--- src/rtl/icache_pkg.sv ---
// Shared definitions for the instruction-cache fetch responder.
//   state_e        : controller states (idle lookup, line refill, refill-complete)
//   NOP_INSTR_DEF  : default instruction driven while stalled or in reset (addi x0,x0,0)
//   off_w/idx_w/tag_w : address-field widths derived from LINES and WPL
package icache_pkg;

  typedef enum logic [1:0] {
    StIdle   = 2'd0,
    StRefill = 2'd1,
    StDone   = 2'd2
  } state_e;

  localparam logic [31:0] NOP_INSTR_DEF = 32'h0000_0013;

  // Word-offset bits within a line.
  function automatic int unsigned off_w(input int unsigned wpl);
    return $clog2(wpl);
  endfunction

  // Line-index bits.
  function automatic int unsigned idx_w(input int unsigned lines);
    return $clog2(lines);
  endfunction

  // Tag bits: everything above index and offset, excluding the byte bits [1:0].
  function automatic int unsigned tag_w(input int unsigned lines, input int unsigned wpl);
    return 30 - off_w(wpl) - idx_w(lines);
  endfunction

endpackage

--- src/rtl/icache_data_array.sv ---
// Instruction cache data storage: LINES*WPL words of 32 bits.
// Ports:
//   clk   : write clock (rising edge)
//   we    : write enable
//   waddr : write word address {line index, word offset}
//   wdata : write data
//   raddr : read word address {line index, word offset}
//   rdata : combinational read data
// Contents are not reset; validity is tracked by the controller.
module icache_data_array #(
  parameter int unsigned LINES = 16,
  parameter int unsigned WPL   = 4
) (
  input  logic                               clk,
  input  logic                               we,
  input  logic [$clog2(LINES*WPL)-1:0]       waddr,
  input  logic [31:0]                        wdata,
  input  logic [$clog2(LINES*WPL)-1:0]       raddr,
  output logic [31:0]                        rdata
);

  localparam int unsigned DEPTH = LINES * WPL;

  logic [31:0] mem [DEPTH];

  always_ff @(posedge clk) begin
    if (we) begin
      mem[waddr] <= wdata;
    end
  end

  assign rdata = mem[raddr];

endmodule

--- src/rtl/icache_fetch.sv ---
// Direct-mapped instruction cache answering a single-cycle core's fetch port.
// Hits return the instruction in the same cycle; misses stall the core while the
// line is refilled word-by-word from backing memory over a req/valid handshake.
// Ports:
//   clk, RST            : clock (rising edge), asynchronous active-low reset
//   PC                  : byte fetch address (bits [1:0] ignored)
//   Instr, stall        : fetched instruction; stall high while Instr is not valid
//   flush               : invalidate all lines (fence.i)
//   mem_req, mem_addr   : backing-memory word read request and word-aligned address
//   mem_valid, mem_rdata: completes the current request with its data
//   hit_cnt, miss_cnt   : lookup statistics, present only when ICACHE_STATS_EN is defined
module icache_fetch
  import icache_pkg::*;
#(
  parameter int unsigned LINES     = 16,
  parameter int unsigned WPL       = 4,
  parameter logic [31:0] NOP_INSTR = NOP_INSTR_DEF
) (
  input  logic        clk,
  input  logic        RST,
  input  logic [31:0] PC,
  output logic [31:0] Instr,
  output logic        stall,
  input  logic        flush,
  output logic        mem_req,
  output logic [31:0] mem_addr,
  input  logic        mem_valid,
  input  logic [31:0] mem_rdata
`ifdef ICACHE_STATS_EN
  ,
  output logic [31:0] hit_cnt,
  output logic [31:0] miss_cnt
`endif
);

  localparam int unsigned OFF_W  = off_w(WPL);
  localparam int unsigned IDX_W  = idx_w(LINES);
  localparam int unsigned TAG_W  = tag_w(LINES, WPL);
  localparam int unsigned LINE_W = TAG_W + IDX_W;
  localparam int unsigned AW     = IDX_W + OFF_W;

  // Lookup fields from the live PC
  logic [OFF_W-1:0]  pc_off;
  logic [LINE_W-1:0] pc_line;
  logic [IDX_W-1:0]  pc_idx;
  logic [TAG_W-1:0]  pc_tag;
  logic              unused_pc_lsb;

  assign pc_off        = PC[OFF_W+1:2];
  assign pc_line       = PC[31:OFF_W+2];
  assign pc_idx        = pc_line[IDX_W-1:0];
  assign pc_tag        = pc_line[LINE_W-1:IDX_W];
  assign unused_pc_lsb = ^PC[1:0];

  // State
  state_e            state_q, state_d;
  logic [LINES-1:0]  valid_q, valid_d;
  logic [TAG_W-1:0]  tag_q [LINES];
  logic [LINE_W-1:0] line_q, line_d;     // {tag, index} of the line being refilled
  logic [OFF_W-1:0]  cnt_q, cnt_d;
  logic              mem_req_q, mem_req_d;
  logic [31:0]       mem_addr_q, mem_addr_d;
  logic              flush_pend_q, flush_pend_d;

  logic [IDX_W-1:0]  ref_idx;
  logic [TAG_W-1:0]  ref_tag;
  logic              hit;
  logic              word_ack;
  logic              last_word;
  logic              tag_we;
  logic [31:0]       rd_data;

  // Refill works from the latched line, never from the live PC.
  assign ref_idx   = line_q[IDX_W-1:0];
  assign ref_tag   = line_q[LINE_W-1:IDX_W];
  assign hit       = valid_q[pc_idx] && (tag_q[pc_idx] == pc_tag);
  assign word_ack  = (state_q == StRefill) && mem_req_q && mem_valid;
  assign last_word = (cnt_q == OFF_W'(WPL - 1));

  icache_data_array #(
    .LINES (LINES),
    .WPL   (WPL)
  ) u_data (
    .clk   (clk),
    .we    (word_ack),
    .waddr ({ref_idx, cnt_q}),
    .wdata (mem_rdata),
    .raddr (AW'({pc_idx, pc_off})),
    .rdata (rd_data)
  );

  // State register
  always_ff @(posedge clk or negedge RST) begin
    if (!RST) begin
      state_q      <= StIdle;
      valid_q      <= '0;
      line_q       <= '0;
      cnt_q        <= '0;
      mem_req_q    <= 1'b0;
      mem_addr_q   <= '0;
      flush_pend_q <= 1'b0;
    end else begin
      state_q      <= state_d;
      valid_q      <= valid_d;
      line_q       <= line_d;
      cnt_q        <= cnt_d;
      mem_req_q    <= mem_req_d;
      mem_addr_q   <= mem_addr_d;
      flush_pend_q <= flush_pend_d;
    end
  end

  always_ff @(posedge clk) begin
    if (tag_we) begin
      tag_q[ref_idx] <= ref_tag;
    end
  end

  // Next-state logic
  always_comb begin
    state_d = state_q;
    unique case (state_q)
      StIdle:   if (!hit) state_d = StRefill;
      StRefill: if (word_ack && last_word) state_d = StDone;
      StDone:   state_d = StIdle;
      default:  state_d = StIdle;
    endcase
  end

  // Refill datapath, valid bits and deferred flush
  always_comb begin
    line_d       = line_q;
    cnt_d        = cnt_q;
    mem_req_d    = mem_req_q;
    mem_addr_d   = mem_addr_q;
    valid_d      = valid_q;
    flush_pend_d = flush_pend_q;
    tag_we       = 1'b0;
    unique case (state_q)
      StIdle: begin
        // Flush clears first; a concurrent miss still fills and validates its line.
        if (flush) valid_d = '0;
        if (!hit) begin
          line_d     = pc_line;
          cnt_d      = '0;
          mem_req_d  = 1'b1;
          mem_addr_d = {pc_line, {OFF_W{1'b0}}, 2'b00};
        end
      end
      StRefill: begin
        if (flush) flush_pend_d = 1'b1;
        if (word_ack) begin
          cnt_d = cnt_q + OFF_W'(1);
          if (last_word) begin
            mem_req_d        = 1'b0;
            tag_we           = 1'b1;
            valid_d[ref_idx] = 1'b1;
          end else begin
            mem_addr_d = {line_q, cnt_q + OFF_W'(1), 2'b00};
          end
        end
      end
      StDone: begin
        // Deferred flush lands on the return to idle, taking the new line with it.
        if (flush || flush_pend_q) valid_d = '0;
        flush_pend_d = 1'b0;
      end
      default: ;
    endcase
  end

  // Outputs; reset forces the quiet values asynchronously.
  always_comb begin
    stall = 1'b0;
    Instr = NOP_INSTR;
    if (RST) begin
      unique case (state_q)
        StIdle: begin
          stall = !hit;
          if (hit) Instr = rd_data;
        end
        StRefill, StDone: stall = 1'b1;
        default:          stall = 1'b1;
      endcase
    end
  end

  assign mem_req  = mem_req_q;
  assign mem_addr = mem_addr_q;

`ifdef ICACHE_STATS_EN
  logic [31:0] hit_cnt_q, miss_cnt_q;

  always_ff @(posedge clk or negedge RST) begin
    if (!RST) begin
      hit_cnt_q  <= '0;
      miss_cnt_q <= '0;
    end else if (state_q == StIdle) begin
      if (hit) hit_cnt_q  <= hit_cnt_q + 32'd1;
      else     miss_cnt_q <= miss_cnt_q + 32'd1;
    end
  end

  assign hit_cnt  = hit_cnt_q;
  assign miss_cnt = miss_cnt_q;
`endif

endmodule
--- config.mk ---
export PLATFORM = sky130hd
export DESIGN_NAME = icache_fetch
export DESIGN_NICKNAME = d
export VERILOG_FILES = /design/src/rtl/icache_pkg.sv /design/src/rtl/icache_data_array.sv /design/src/rtl/icache_fetch.sv
export SDC_FILE = /design/constraint.sdc
export NUM_CORES = 2
export LEC_CHECK = 0
export ABC_CLOCK_PERIOD_IN_PS = 6800
export BUFFER_PORTS_ARGS = -buffer_cell sky130_fd_sc_hd__buf_4
export CAP_MARGIN = 0
export CORE_UTILIZATION = 63
export DETAILED_ROUTE_END_ITERATION = 10
export PLACE_DENSITY = 0.76
export SKIP_LAST_GASP = 1
export SYNTH_ARGS = -nofsm -noshare
export SYNTH_HDL_FRONTEND = slang
export SYNTH_SLANG_ARGS = --single-unit
--- constraint.sdc ---
create_clock -name clk -period 6.8 [get_ports clk]
set_clock_uncertainty 0.15 [all_clocks]
set_input_delay 1.02 -clock clk [delete_from_list [all_inputs] [get_ports clk]]
set_output_delay 1.02 -clock clk [all_outputs]
set_load 0.01 [all_outputs]
==> impl_results.md <==
* DP Area at 101000 um2
* Commonest non-fill, non-tap cell in the layout: edfxtp_1
* Row count at 143
* Non-filler cells, final at 6527
* Max-slew violations at 0
* Async set-reset flop share out of synthesis at 3.18%
* LEAKAGE at 34.2 nW
* Net Switching at 8.26 mW
* Final setup fails at 0
* Final Net Count at 4364
* Root Driver: clkbuf_16
* DIE WIDTH at 394 um
* Design Area, Final at 109000 um2
* Sw Ratio at 23.9%
* Vias in the first global route at 47741
* Final period demand of the worst path at 6110 ps
* Setup CP Type: input pin to primary output
* Worst setup path startpoint: PC[5]
* Synth Area in Simple Gates at 1.53%
* M1 wire length at 90600 um
* Initial antenna violation count at 19
* DR pass1 iterations at 6
* Setup tns final at 0 ps
* Ys Warns at 0
* Largest net degree at the start of global routing at 97
* Post-synthesis xor/xnor area fraction at 0.254%
* Final period util at 89.9%
* DRC violations left at 0
* Clock Latency Late Sink at 850 ps
* Hold WC Path Type: input pin to async pin
* Largest family of logic cells by synthesized area: multiplexers
* CTS Buf Count at 235
* WL/cell at 39.8 um
* Relative slew slack at 5.89%
* Synth Area in Compound Gates at 1.05%
* DR top layer: met5
* Area growth syn-to-layout at 12.2%
* Ratio of cells with drive above 1 in the final layout at 33.2%
* GRT overflow at 0
* Worst R2R Start: state_q[1]$_DFFE_PN0P_
* Ys flop type: edfxtp_1
* Starting Density at 63.6%
* CTS tree: yes
* Fin. Hold Viols at 0
* Post-synthesis mux area share at 18.5%
* Sequential share of power at 53.7%
* Met3 Wirelength at 31900 um
* PortBufs at 129
* CP required at 5630 ps
* VDD IR max at 0.000263 V
* Run status: finished, final reports clean
* Seq/Total Area, Yosys at 77.6%
* CP max stage delay at 640 ps
* Unrepaired setup endpoints after global routing: false
* Vias/cell at 7.31
* Die height at 394 um
* GRT Total Usage at 34.0%
* Critical-path top delay cell: buf_8
* I/O pin count at 134
* Placed insts at 6088
* Mapped Cells at 4016
* Global-route wire length before repair at 362000 um
* Initial DRC count at 7329
* Min Hold Slack at 165 ps
* Number of synthesized flops with an enable pin at 2432
* Hold buffer count at CTS at 0
* Ordered cell list for the critical path: buf_8 > mux4_2 > mux4_2 > xnor2_1 > nand3_1 > a2111oi_2 > nand4_1 > or2_4 > buf_4 > and4b_1 > buf_4
* Htree depth at 4
* Setup crit start kind: input pin
* Drt total wl at 260000 um
* Max FO, Critical Path at 88
* Mean Syn Cell Area at 24.1 um2
* Area of the core at 152000 um2
* Antenna Nets Post-Route at 0
* Die Area at 155000 um2
* Cts repair resizes at 0
* Synth unique cells at 65
* Internal power at 26.3 mW
* Measured slew at the worst slew-check pin at 1410 ps
* Most frequent cells in the layout: 2432 x edfxtp_1, 741 x mux4_2, 246 x buf_4
* Max Clk Rate at 0.164 GHz
* Worst endpoint data arrival time at 4940 ps
* #FFs+latches synth at 2512
* DR WL met2 at 126000 um
* Post-synthesis adder-cell area fraction at 0.0129%
* Clk sinks at 2512
* Max Buffers Root-to-Sink at 3
* GPL Wtd Cong at 0.810
* DP HPWL at 132000 um
* Via Count at 47688
* Max-cap viol count at 0
* Mapped cell area at 96700 um2
* Post-CTS setup buffer count at 0
* PD cells at 319 nW/um2
* Clock share of power at 37.1%
* Worst Setup End Kind: primary output
* Combinational share of power at 9.2%
* Filler cells at 8325
* Worst-path clk slew at 60 ps
-- state kept, by name, indices dropped and copies added, names as in the netlist --
register / count
tag_q: 384
line_q: 28
flush_pend_q: 1
u_data.mem: 2048
mem_req: 1
state_q: 2
mem_addr: 30
cnt_q: 2
valid_q: 16
-- cell families (layout without fill, tap and decap cells) --
group	count (synthesis)	in the layout
flops	2512	2512
mux	850	850
simple gates	265	265
buf+inv	229	700
compound gates	130	130
xor+xnor	28	28
fa+ha+maj	1	1
other cells	1	11
-- critical path, delay by kind of cell --
kind                      cells  cell delay, ps
and+or+nand+nor               4            1060
xor gates and xnor gates      1             450
muxes                         2             900
AOI/OAI and AO/OA             1             370
buffers and inverters         3            1050
-- metal layers --
metal | global-route usage, % | vias up
met5 | 0 | -
met4 | 14.2 | 16
met3 | 8.25 | 686
met2 | 53.3 | 3946
met1 | 46.5 | 25145
li1 | - | 17895
-- power groups by stage --
stage,combinational [mW],sequential [mW],clock (mW)
after floorplan,1.76,18.6,0
after global placement,3.05,18.8,0
after detailed placement,3.12,18.9,0
after CTS,3.16,18.6,12.9
after global routing,3.30,18.7,13.4
final,3.18,18.6,12.8
-- cell type report --
cell class | instances | area [um2] | area share (%)
repair buffers | 267 | 2250 | 2.07
clock inverters | 143 | 1240 | 1.14
well taps | 2030 | 2540 | 2.34
clock buffers | 287 | 6160 | 5.67
multi-input cells | 1276 | 21300 | 19.6
flip-flops and latches | 2512 | 75000 | 69.1
inverters | 3 | 11.3 | 0.0104
diodes | 9 | 22.5 | 0.0207
-- stage by stage --
step	setup slack [ps]	utilization [%]	total power, mW
2_1_floorplan	1470	-	20.4
3_3_place_gp	776	66.5	21.8
3_5_place_dp	764	66.5	22.0
4_1_cts	707	71.4	34.6
5_1_grt	570	71.4	35.4
6_report	686	71.4	34.6
-- synthesized netlist by cell type (5+ instances only) --
master    instances  area [um2]
edfxtp_1       2432       73000
mux4_2          741       16700
clkbuf_1        148         556
nor2_1          111         417
dfrtp_1          80        2000
mux2i_1          60         601
mux2_2           42         473
buf_1            40         150
nand2b_1         32         200
and4b_1          31         310
o221a_2          28         315
a22oi_1          26         195
a21oi_1          25         125
nand2_1          24        90.1
buf_2            22         110
xor2_1           15         131
xnor2_1          13         114
o21ai_0          12        60.1
nor2b_1          10        62.6
nor3_1           10        50.1
a22o_1            8        70.1
buf_6             8        90.1
and2_1            6        37.5
mux4_1            6         158
nand3_1           6        30.0
o22ai_1           6        37.5
and3_1            5        31.3
buf_4             5        37.5
-- path summary, 6_finish.rpt --
kind | endpoint | cells after the start | slack, ps
min in group clk | line_q[5]$_DFFE_PN0P_ | 2 | 290
min reg2reg | valid_q[3]$_DFFE_PN0P_ | 2 | 360
max | Instr[16] | 11 | 690
max in group asynchronous | line_q[14]$_DFFE_PN0P_ | 2 | 5210
min | mem_addr[15]$_DFFE_PN0P_ | 1 | 160
max reg2reg | u_data.mem[59][6]$_DFFE_PP_ | 5 | 2530
Power figures use the tool's default switching activity.
